## src/rtl/decrementa_n.sv

```systemverilog
// Registered multi-mode decrement unit: LOAD, DEC, NEG and a self-timed COUNT
// sequenced by a small IDLE/RUN/DONE FSM behind a start/ready handshake.
module decrementa_n #(
  parameter int WIDTH = 8,
  parameter int STEP  = 1
) (
  input  logic             clk,
  input  logic             rst_n,
  input  logic [WIDTH-1:0] A,
  input  logic [WIDTH-1:0] B,
  input  logic             flag,
  input  logic [1:0]       select,
  input  logic             start,
  output logic             ready,
  output logic [WIDTH-1:0] O,
  output logic             Co,
  output logic             zero,
  output logic             done
);

  typedef enum logic [1:0] {S_IDLE, S_RUN, S_DONE} state_e;
  typedef enum logic [1:0] {OP_LOAD, OP_DEC, OP_NEG, OP_COUNT} op_e;

  typedef struct packed {
    op_e              op;
    logic [WIDTH-1:0] operand;
  } req_t;

  localparam logic [WIDTH-1:0] STEP_W   = WIDTH'(STEP);
  localparam logic [WIDTH-1:0] MOST_NEG = {1'b1, {(WIDTH-1){1'b0}}};

  state_e           state_q, state_d;
  logic [WIDTH-1:0] o_q, o_d;
  logic             co_q, co_d;
  req_t             req;

  always_comb begin
    req.op      = op_e'(select);
    req.operand = flag ? B : A;
  end

  always_comb begin
    state_d = state_q;
    o_d     = o_q;
    co_d    = co_q;
    case (state_q)
      S_IDLE: begin
        if (start) begin
          state_d = S_DONE;
          case (req.op)
            OP_LOAD: begin
              o_d  = req.operand;
              co_d = 1'b0;
            end
            OP_DEC: begin
              o_d  = o_q - STEP_W;
              co_d = (o_q < STEP_W);
            end
            OP_NEG: begin
              o_d  = ~req.operand + 1'b1;
              co_d = (req.operand == MOST_NEG);
            end
            OP_COUNT: begin
              o_d  = req.operand;
              co_d = 1'b0;
              if (req.operand != '0) state_d = S_RUN;
            end
            default: ;
          endcase
        end
      end
      S_RUN: begin
        // Final step clamps at zero; a remainder means V was not a multiple of STEP.
        if (o_q > STEP_W) begin
          o_d = o_q - STEP_W;
        end else begin
          o_d     = '0;
          co_d    = (o_q != STEP_W);
          state_d = S_DONE;
        end
      end
      S_DONE:  state_d = S_IDLE;
      default: state_d = S_IDLE;
    endcase
  end

  always_ff @(posedge clk) begin
    if (!rst_n) begin
      state_q <= S_IDLE;
      o_q     <= '0;
      co_q    <= 1'b0;
    end else begin
      state_q <= state_d;
      o_q     <= o_d;
      co_q    <= co_d;
    end
  end

  assign ready = (state_q == S_IDLE);
  assign done  = (state_q == S_DONE);
  assign O     = o_q;
  assign Co    = co_q;
  assign zero  = (o_q == '0);

endmodule

```

## config.mk

```make
export PLATFORM = sky130hd
export DESIGN_NAME = decrementa_n
export DESIGN_NICKNAME = d
export VERILOG_FILES = /design/src/rtl/decrementa_n.sv
export SDC_FILE = /design/constraint.sdc
export NUM_CORES = 1
export LEC_CHECK = 0
export ABC_AREA = 1
export CAP_MARGIN = 20
export CORE_MARGIN = 3
export CORE_UTILIZATION = 52
export CTS_CLUSTER_SIZE = 40
export DETAILED_ROUTE_END_ITERATION = 12
export MAX_ROUTING_LAYER = met4
export PLACE_DENSITY_LB_ADDON = 0.3
export SYNTH_ARGS = -nofsm -noshare
export SYNTH_HDL_FRONTEND = slang
export SYNTH_SLANG_ARGS = --single-unit
```

## constraint.sdc

```tcl
create_clock -name clk -period 4.8 [get_ports clk]
set_clock_uncertainty 0.2 [all_clocks]
set_input_delay 0.96 -clock clk [delete_from_list [all_inputs] [get_ports clk]]
set_output_delay 0.96 -clock clk [all_outputs]
set_load 0.005 [all_outputs]
```

==> metrics.yaml <==
setup_path:
  required_ns: 4.76
  slowest_delay_ns: 0.75
  cpMostUsedCell: "o21ai_0"
  arrival_ns: 3.00
  cp_num_buf_inv: 3
  path_class: "in -> reg"
  crit_slowest_cell: "clkdlybuf4s50_1"
  worst_setup_path_start_kind: "primary input"
  crit_family: "buffers and inverters"
  worstSetupEndpointType: "flop"
  crit_chain: "clkdlybuf4s50_1, nand2_1, o21ai_2, inv_1, ha_1, nand3_1, o21ai_0, o21ai_0, o21ai_0, o21ai_0, inv_1"
  crit_fanout: 10
hold_path:
  hold_path_class: "reg -> reg"
flow_run:
  cap_viol_max_count: 0
power_and_ir_drop:
  ir_drop_v: 0.000247
  clock_power_share_pct: 18.4
  switchingPower_w: 0.000146
  powerDensity_nw_per_um2: 222
  combPwrFrac_pct: 50.6
  p_leak_nw: 0.814
  swShare_pct: 40.3
  internal_power_w: 0.000216
  seqPwrFrac_pct: 31.0
routing:
  drc: 0
  drt_wl_total_mm: 3.03
  drt_first_pass_iters: 4
  vias_per_cell: 5.08
  antenna_left: 0
  dr.first_iter.drc_count: 47
  vias: 1393
  wire_per_inst_um: 11.1
clocking:
  ctsLongestPathBuffers: 2
  cts_resized: 0
  clk_latency_ns: 0.28
  cts_hold_buf: 0
  cts_buffers: 3
  cts_tree: "yes"
  postCtsSetupBuffers: 0
  clk_pin_slew_ns: 0.06
  htreeDepth: 1
  clockRootBuffer: "clkbuf_4"
  clock-sinks: 11
yosys:
  ys_top_cells_by_count: "45 x nand2_1, 41 x inv_1, 22 x o21ai_0"
  ys_ff_latch: 11
  ys_seq_area_share_pct: 17.5
  synth_cells: 212
  yosysUniqueCellTypes: 28
  yosysMostFrequentCell: "nand2_1"
  avgSynthCellArea_um2: 5.94
  syn-num-nets: 241
  synth_area_um2: 1260
  ys_warn_count: 0
  yosysTopAreaCellShare_pct: 17.5
  synth_flop_cell: "dfxtp_1"
  synth.largest_area_cell: "dfxtp_1"
  synthTopCellsByArea: "dfxtp_1 17%, nand2_1 13%, inv_1 12%, o21ai_0 8.7%, ha_1 7.0%"
  synthArstFlopShare_pct: 0
  synth_edf_count: 0
global_routing:
  grt_max_degree: 11
  grt_usage_pct: 19.8
  grt_pass1_vias: 1246
  grt_pass1_wl_mm: 4.99
  antenna_found_initial: 0
  gr-total-overflow: 0
floorplan:
  rows: 17
  die_height_um: 55.2
  die_w_um: 55.2
  dieArea_um2: 3050
  io_pins: 34
  coreArea_um2: 2250
  initial_core_util_pct: 55.9
final_layout:
  multi_input_area_um2: 845
  n_antenna_cell: 0
  finalNonFillerCells: 274
  drive_gt1_share_pct: 13.4
  register_area_um2: 220
  final_nets: 276
  syn_to_final_growth_pct: 29.4
  num-fill-cells: 195
sta:
  fmax_mhz: 329
  maxSlewViolCount: 0
  setup_viol: 0
  rsz0062_at_grt: "no"
  finalHoldViolations: 0
  worst_pin_slew_ns: 0.459
  fin_tns_setup_ns: 0
  max-slew-margin-rel_pct: 69.3
  min_period_ns: 3.04
  finalCritPeriodShare_pct: 63.3
place:
  dp_hpwl_mm: 2.49
  io_buffers: 33
  dp_cells: 270
  gp_congestion: 0.913
status:
  run_status: "finished, final reports clean"
state kept, by name, summed over array words and instances, names as in the netlist:
signal	flops
state_q	2
O	8
Co	1
power groups by stage:
stage | Sequential (W) | Combinational (W) | Clock [W]
floorplan | 0.000113 | 0.000116 | 0
global route | 0.000114 | 0.000203 | 0.0000704
detailed placement | 0.000114 | 0.000181 | 0
finish | 0.000112 | 0.000183 | 0.0000666
CTS | 0.000112 | 0.000182 | 0.0000669
global placement | 0.000114 | 0.000178 | 0
stage by stage:
stage | total power (W) | setup WS [ns] | hold slack (ns) | util (%) | instance area, um^2
5_1_grt | 0.000387 | 1.55 | 0.351 | 72.3 | 1630
2_1_floorplan | 0.000230 | 2.32 | 0.299 | - | 1260
3_5_place_dp | 0.000295 | 1.49 | 0.301 | 71.1 | 1600
3_3_place_gp | 0.000293 | 1.61 | 0.305 | 71.1 | 1600
4_1_cts | 0.000361 | 1.77 | 0.321 | 72.3 | 1630
6_report | 0.000361 | 1.76 | 0.325 | 72.3 | 1630
cell type report:
type / count / share of cell area, %
Tap cell: 28 / 2.15
Multi-Input combinational cell: 153 / 51.8
Clock buffer: 4 / 1.61
Timing Repair Buffer: 33 / 20.3
Sequential cell: 11 / 13.5
Inverter: 45 / 10.7
layer usage:
layer | global-route usage, % | vias up | wire, um
met1 | 24.3 | 613 | 1430
met5 | - | - | 0
met2 | 32.9 | 38 | 1420
li1 | - | 742 | -
met3 | 5.14 | 0 | 184
met4 | 3.82 | 0 | 0
cells in the final DEF (no fill, tap or decap), drive strengths merged:
cell           count
a21oi             16
a31oi              2
clkbuf             4
clkdlybuf4s50     33
dfxtp             11
ha                 7
inv               45
nand2             58
nand3             18
nand3b             1
nand4              1
nor2              15
nor3               2
o211ai             1
o21ai             27
o31ai              2
or2                1
xor2               2
final timing paths:
check	cells after the start	endpoint	slack, ns	start
setup / recovery	11	O[1]$_SDFFE_PN0P_	1.76	flag
hold / removal	2	Co$_SDFFE_PN0P_	0.32	Co$_SDFFE_PN0P_
setup reg to reg	10	Co$_SDFFE_PN0P_	2.97	O[0]$_SDFFE_PN0P_
hold reg to reg	2	Co$_SDFFE_PN0P_	0.32	Co$_SDFFE_PN0P_
tightest hold or removal path: cells and delay by family (launching register included):
| family | cells | cell delay (ns) |
|---|---|---|
| AOI/OAI and AO/OA | 1 | 0.07 |
| and+or+nand+nor | 1 | 0.09 |
| DFF | 1 | 0.33 |
kinds of logic after synthesis:
group / after synthesis / share of synthesized area, %
DFF: 11 / 17.5
and+or+nand+nor: 96 / 37.0
AOI/OAI and AO/OA: 48 / 21.6
adders and majority gates: 7 / 6.95
buffers and inverters: 48 / 15.5
xor gates and xnor gates: 2 / 1.39
(Power assumes the default switching activity.)
==> edit, RTL diff (same settings) <==
The parameter `WIDTH` goes from 8 to 6.
--- a/src/rtl/decrementa_n.sv
+++ b/src/rtl/decrementa_n.sv
@@ -1,7 +1,7 @@
 // Registered multi-mode decrement unit: LOAD, DEC, NEG and a self-timed COUNT
 // sequenced by a small IDLE/RUN/DONE FSM behind a start/ready handshake.
 module decrementa_n #(
-  parameter int WIDTH = 8,
+  parameter int WIDTH = 6,
   parameter int STEP  = 1
 ) (
   input  logic             clk,
Ports: changed (resized A, B and O); port bits go from 34 to 28. No check against the original RTL was run, so the function may have changed too.
==> edit against the unedited design <==
Final area decreased by 21%; sequential cell count shrank 2; global-route usage rose by 4.8 points; routed wire length down 14%; via count fell by 16%; non-clock buffer count fell by 6; synthesized cell count shrank 22%; setup slack gained 100 ps; synthesized area is 22% lower; largest power group unchanged; count of clock-buffer cells in the layout is the same; critical path depth up 1; power is 18% lower.
==> edit: results (changes against the unedited design) <==
* Outcome: finished, final reports clean (unchanged)
* Leakage power total at 0.643 nW (was 0.814 nW)
* Largest cells by area after synthesis: sky130_fd_sc_hd__dfxtp_1, sky130_fd_sc_hd__nand2_1, sky130_fd_sc_hd__inv_1 (unchanged)
* Port Buffer Count at 27 (was 33)
* Post-Place Cell Area at 1270 sq um (was 1600 sq um)
* Final wirelength at 2610 um (was 3030 um)
* Pin count of the biggest net entering global routing at 10 (was 11)
* Via count of the first global-routing pass at 1,069 (was 1,246)
* Flip-flop count of the largest register, all copies and words added at 6 (was 8)
* Proportion of layout cells with a drive suffix above 1 at 0.0773 (was 0.134)
* Peak fanout along the critical path at 9 (was 10)
* Topmost layer with routed signal wires: met4 (was met3)
* Routed length per placed instance at 11.9 um (was 11.1 um)
* Global routing usage summed across all routing layers at 0.247 (was 0.198)
* Fraction of the yosys area taken by sequential cells at 0.183 (was 0.175)
* GP Congestion at 0.907 (was 0.913)
* Met3 Resource Use GR at 0.0695 (was 0.0514)
* Worst-case vdd ir drop at 0.156 mV (was 0.247 mV)
* Met2 GRT Util at 0.382 (was 0.329)
* Routed vias at 1,166 (was 1,393)
* Violation count after the first detailed-route iteration at 91 (was 47)
* Data arrival at the endpoint of the critical path at 2950 ps (was 3000 ps)
* DPL Wire Length at 2070 um (was 2490 um)
* Met1 layer usage reported by global route at 0.318 (was 0.243)
* Number of instances in the placed design at 215 (was 270)
* Setup slack after placement at 1620 ps (was 1490 ps)
[edit: power breakdown]
group	total (mW)	switching [mW]	internal [mW]
registers	0.0928	0.00969	0.0831
logic	0.141	0.0758	0.0653
clock network	0.0641	0.0319	0.0322
total	0.298	0.117	0.181
[edit: final cells by class]
cell class / count / area, sq um
multi-input combinational: 120 / 654
fill: 155 / 469
timing repair buffer: 27 / 270
sequential: 9 / 180
inverter: 34 / 133
tap: 25 / 31.3
clock buffer: 4 / 26.3
[edit: final timing paths]
check | start | to | slack, ps | cells past startpoint
max reg2reg | O[0] | O[0] | 2930 | 9
max | flag | state_q[0] | 1860 | 12
min reg2reg | Co | Co | 360 | 2
min | Co | Co | 360 | 2
[edit: cell families after synthesis]
| group | synth area share |
|---|---|
| simple gates | 0.377 |
| buf+inv | 0.151 |
| compound gates | 0.182 |
| flops | 0.183 |
| fa+ha+maj | 0.0891 |
| xor+xnor | 0.0178 |
[edit: worst max-delay path: stages]
cell and delay (ps):
sky130_fd_sc_hd__clkdlybuf4s50_1 710, sky130_fd_sc_hd__inv_6 70, sky130_fd_sc_hd__o21ai_1 240, sky130_fd_sc_hd__inv_1 120
sky130_fd_sc_hd__ha_1 220, sky130_fd_sc_hd__inv_1 60, sky130_fd_sc_hd__nor2_1 60, sky130_fd_sc_hd__nand2_1 90
sky130_fd_sc_hd__inv_1 50, sky130_fd_sc_hd__a21oi_1 160, sky130_fd_sc_hd__nand2_1 80, sky130_fd_sc_hd__a21oi_1 130
[edit: through the flow]
step	hold slack [ps]	power (mW)	utilization
2_1_floorplan	328	0.178	-
6_report	358	0.298	0.734
3_3_place_gp	336	0.229	0.719
3_5_place_dp	343	0.233	0.719
5_1_grt	415	0.322	0.734
4_1_cts	356	0.296	0.734
